**src/rtl/imuldiv_three_input_req_collector.sv**
```systemverilog
// Collects three 32-bit operand words (A, B, C) plus fn into one mul/div request.
// Optional IMULDIV_COLLECT_OVERLAP_EN lets word A of the next op enter while the
// current request is handed off.
module imuldiv_three_input_req_collector #(
  parameter int W    = 32,
  parameter int FN_W = 3
) (
  input  logic            clk,
  input  logic            reset,
  input  logic [FN_W-1:0] in_fn,
  input  logic [W-1:0]    in_data,
  input  logic            in_val,
  output logic            in_rdy,
  output logic [FN_W-1:0] muldivreq_msg_fn,
  output logic [W-1:0]    muldivreq_msg_a,
  output logic [W-1:0]    muldivreq_msg_b,
  output logic [W-1:0]    muldivreq_msg_c,
  output logic            muldivreq_val,
  input  logic            muldivreq_rdy,
  output logic            err_fn_mismatch
);

  typedef enum logic [1:0] {S_A, S_B, S_C, S_OUT} state_t;

  state_t state, state_nxt;
  logic   word_xfer, req_xfer;

  assign muldivreq_val = (state == S_OUT);
`ifdef IMULDIV_COLLECT_OVERLAP_EN
  assign in_rdy = (state != S_OUT) | muldivreq_rdy;
`else
  assign in_rdy = (state != S_OUT);
`endif
  assign word_xfer = in_val & in_rdy;
  assign req_xfer  = muldivreq_val & muldivreq_rdy;

  always_ff @(posedge clk) begin
    if (reset) state <= S_A;
    else       state <= state_nxt;
  end

  always_comb begin
    state_nxt = state;
    case (state)
      S_A:   if (word_xfer) state_nxt = S_B;
      S_B:   if (word_xfer) state_nxt = S_C;
      S_C:   if (word_xfer) state_nxt = S_OUT;
      S_OUT: begin
        // A word accepted alongside the hand-off is the next op's word A.
        if (req_xfer) state_nxt = word_xfer ? S_B : S_A;
      end
      default: state_nxt = S_A;
    endcase
  end

  always_ff @(posedge clk) begin
    if (reset) begin
      muldivreq_msg_fn <= '0;
      muldivreq_msg_a  <= '0;
      muldivreq_msg_b  <= '0;
      muldivreq_msg_c  <= '0;
      err_fn_mismatch  <= 1'b0;
    end else if (word_xfer) begin
      case (state)
        S_A, S_OUT: begin
          muldivreq_msg_fn <= in_fn;
          muldivreq_msg_a  <= in_data;
        end
        S_B:     muldivreq_msg_b <= in_data;
        S_C:     muldivreq_msg_c <= in_data;
        default: ;
      endcase
      // fn is owned by word A; later words only flag disagreement.
      if ((state == S_B || state == S_C) && in_fn != muldivreq_msg_fn)
        err_fn_mismatch <= 1'b1;
    end
  end

endmodule

```
**config.mk**
```make
export PLATFORM = sky130hd
export DESIGN_NAME = imuldiv_three_input_req_collector
export DESIGN_NICKNAME = d
export VERILOG_FILES = /design/src/rtl/imuldiv_three_input_req_collector.sv
export SDC_FILE = /design/constraint.sdc
export NUM_CORES = 1
export LEC_CHECK = 0
export ABC_AREA = 1
export CORE_ASPECT_RATIO = 0.7
export CORE_UTILIZATION = 40
export CTS_CLUSTER_SIZE = 16
export DETAILED_ROUTE_END_ITERATION = 8
export GPL_TIMING_DRIVEN = 0
export PLACE_DENSITY_LB_ADDON = 0.2
export SKIP_CTS_REPAIR_TIMING = 1
export SKIP_LAST_GASP = 1
export SLEW_MARGIN = 10
export SYNTH_ARGS = -nofsm -noshare
export SYNTH_HDL_FRONTEND = slang
export SYNTH_SLANG_ARGS = --single-unit
```
**constraint.sdc**
```tcl
create_clock -name clk -period 1.95 [get_ports clk]
set_input_delay 0.2925 -clock clk [delete_from_list [all_inputs] [get_ports clk]]
set_output_delay 0.2925 -clock clk [all_outputs]
set_load 0.1 [all_outputs]
```
==> out/metrics.csv <==
stage;metric;value;unit
timing;Max Clk Rate;500;MHz
synth;dominant combinational cell family by area after synthesis;simple AND/OR/NAND/NOR gates;
hold_path;class of the tightest hold or removal check;reg2reg;
cells_and_area;leading cell types in the layout, fill and taps excluded;nand2_1, dfxtp_1, dlymetal6s2s_1;
cts;TritonCTS clock tree;yes;
synth;area share of fa/ha/maj cells after synthesis;0.0154;
power;largest vdd supply drop;0.856;mV
drt;average wire per standard cell;16.8;um
synth;xor-xnor portion of the synthesized cell area;0.00216;
cells_and_area;final non-filler cell total;765;
synth;Synth Instances;482;
setup_path;Crit Path Category;reg2out;
setup_path;path depth of the worst reg2reg path;6;
timing;endpoints failing hold;0;
grt;total track usage;0.243;
synth;Warnings, synthesis;0;
drt;WL final;12900;um
hold_path;end point of the most critical hold path;err_fn_mismatch;
setup_path;reg2reg setup slack;190;ps
setup_path;kind of end point of the critical path;output port;
synth;synthesized-area fraction occupied by ao, oa, aoi and oai cells;0.135;
drt;routed via count divided by cell count;5.15;
drt;number of design rule violations left after detail routing;0;
die;die width;122;um
cells_and_area;Antenna Cells;0;
die;core box area;0.00976;sq mm
place;DP Cell Count;749;
synth;Synth area leader;dfxtp_1;
timing;pin slew with the least headroom to its limit;1020;ps
run_status;violated checks;setup timing;
setup_path;capture instance of the worst register-to-register path;muldivreq_msg_a[12];
synth;post-synth design cell area;0.00405;sq mm
hold_path;start point of the worst hold path;err_fn_mismatch;
synth;area share of and/or/nand/nor cells after synthesis;0.275;
setup_path;required time at the worst-slack endpoint;1660;ps
place;half-perimeter wire length of the detailed placement result;9290;um
grt;first-pass GRT wire length;19500;um
timing;Worst Setup Slack, final;-51.7;ps
die;io pins;141;
grt;maximum number of pins on one net before global-route repair;17;
drt;DRT iter0 DRCs;269;
setup_path;Max stage delay on crit path;750;ps
synth;nets in the synthesized netlist;526;
synth;register bit total from synthesis;102;
grt;initial antenna violation count;0;
place;Final GP Congestion;0.768;
die;Die H;86.2;um
job;MaxCap Viol Count;0;
cts;clock-pin slew on the worst setup and hold paths;60;ps
synth;top area cells in the synthesized netlist;dfxtp_1, a21oi_1, nand2_1;
timing;fraction of the cycle the final worst path needs;1.03;
setup_path;arrival time of data at the critical path endpoint;1710;ps
power;power density over the cells;1650;mW/mm^2
cells_and_area;Seq. cell area;0.00204;sq mm
timing;relative slew slack;0.321;
cells_and_area;Fillers;817;
cells_and_area;fraction of layout cells with a size suffix above 1;0.140;
synth;Synth Area per Inst;8.41;sq um
hold_path;worst hold stages;2;
drt;First-pass DRT Iterations;4;
power;Final Power;10200;uW
setup_path;worst reg2reg startpoint;state[0];
cells_and_area;area growth from synthesis to final layout;52.5;%
timing;final slew viol count;0;
die;Starting Density;0.415;
place;cell area after placement;0.00562;sq mm
drt;ANT nets after route;0;
setup_path;CP max stage cell;dlymetal6s2s_1;
timing;shortest clock period the worst path allows after layout;2000;ps
cells_and_area;most common library cell in the layout ignoring fill and taps;nand2_1;
cts;buffers from clock root to sink, at most;2;
timing;unrepaired setup endpoints after global routing;yes;
setup_path;Critical Path Fanout Max;4;
timing;setup-violating endpoint count in the final report;1;
setup_path;Startpoint Class;flop;
drt;count of vias placed by the detailed router;3938;
grt;number of global-route vias before repair;3746;
power;leakage power;0.00382;uW
cts;number of buffers added by the clock tree synthesis step;9;
cells_and_area;Multi-input gate area;0.00175;sq mm
synth;post-synthesis mux area share;0;
grt;GRT overflow;0;
die;overall die area;0.0105;sq mm
die;number of core rows;30;
cells_and_area;number of nets at the end of the flow;676;
setup_path;series of cell instances along the critical path;ha_4 > dlymetal6s2s_1;
synth;share of the yosys chip area belonging to registers;0.504;
cts;Sinks on Clock Net;102;
cts;CTS root buffer;clkbuf_16;
cts;source-to-sink clock delay at the later pin of the worst-skew pair;350;ps
cells_and_area;final non-filler cell area;0.00618;sq mm
cts;H-tree depth;3;
run_status;result of the run;finished, violations left;
synth;number of distinct library cells after synthesis;20;
place;number of input and output port buffers inserted;139;
timing;final setup skew;5.60;ps
synth;fraction of post-synthesis cell area in the top cell type by area;0.504;
[worst max-delay path by stage]
stage,slack [ps],endpoint,cells after the start,from
floorplan,130,muldivreq_msg_a[10],8,state[0]
global placement,-70,in_rdy,3,state[1]
detailed placement,-70,muldivreq_val,2,state[0]
CTS,-450,muldivreq_val,2,state[0]
global route,-100,muldivreq_val,2,state[1]
finish,-50,muldivreq_val,2,state[0]
[cell type report]
type                       count  area share
sequential                   102       0.330
multi-input combinational    327       0.282
timing repair buffer         139       0.265
clock buffer                  11      0.0376
buffer                        41      0.0370
tap                          128      0.0259
clock inverter                 5      0.0136
inverter                      12     0.00810
[cells in the mapped netlist]
master and number:
nand3_1 69, a21oi_1 93, o21ai_0 2, dfxtp_1 102, a21oi_2 8, nand3_2 30, nand2_2 2, buf_8 4
inv_6 1, clkbuf_1 12, nand2_4 2, ha_1 5, nand3b_1 1, inv_1 9, buf_1 1, nand2_1 109
nor2_1 5, xnor2_1 1, buf_2 24, inv_2 2
[kinds of logic after synthesis]
family / after synthesis
compound gates: 103
xor+xnor: 1
fa+ha+maj: 5
buf+inv: 53
flops: 102
simple gates: 218
[stage by stage]
stage                     hold WS [ps]  utilization  TNS [ps]  worst slack (ps)
after floorplan                    440            -         0               132
after global placement             437        0.576      -124             -72.2
after detailed placement           443        0.576      -140             -70.8
after CTS                          450        0.608    -18480              -453
after global routing               480        0.633      -105              -105
final                              448        0.633     -51.7             -51.7
[state kept, by name (all words and copies together), names as in the netlist]
signal / flops
err_fn_mismatch: 1
muldivreq_msg_c: 32
muldivreq_msg_a: 32
state: 2
muldivreq_msg_fn: 3
muldivreq_msg_b: 32
[power by group]
group	switching (uW)	total [uW]	internal (uW)
Sequential	233	2710	2480
Clock	790	1920	1130
Combinational	4320	5580	1260
[layer usage]
metal	vias up	track usage	share of wire	wire length, um
met5	-	0	0	0
met4	0	0.0554	0.0077	99
met3	11	0.0612	0.075	966
met2	127	0.376	0.47	6000
met1	1884	0.340	0.45	5800
li1	1916	-	-	-
[worst max-delay path: cells and delay by family (launching register included)]
kind,cells,cell delay [ps]
DFF,1,430
buffers and inverters,1,750
adders and majority gates,1,190
Power figures use the tool's default switching activity.
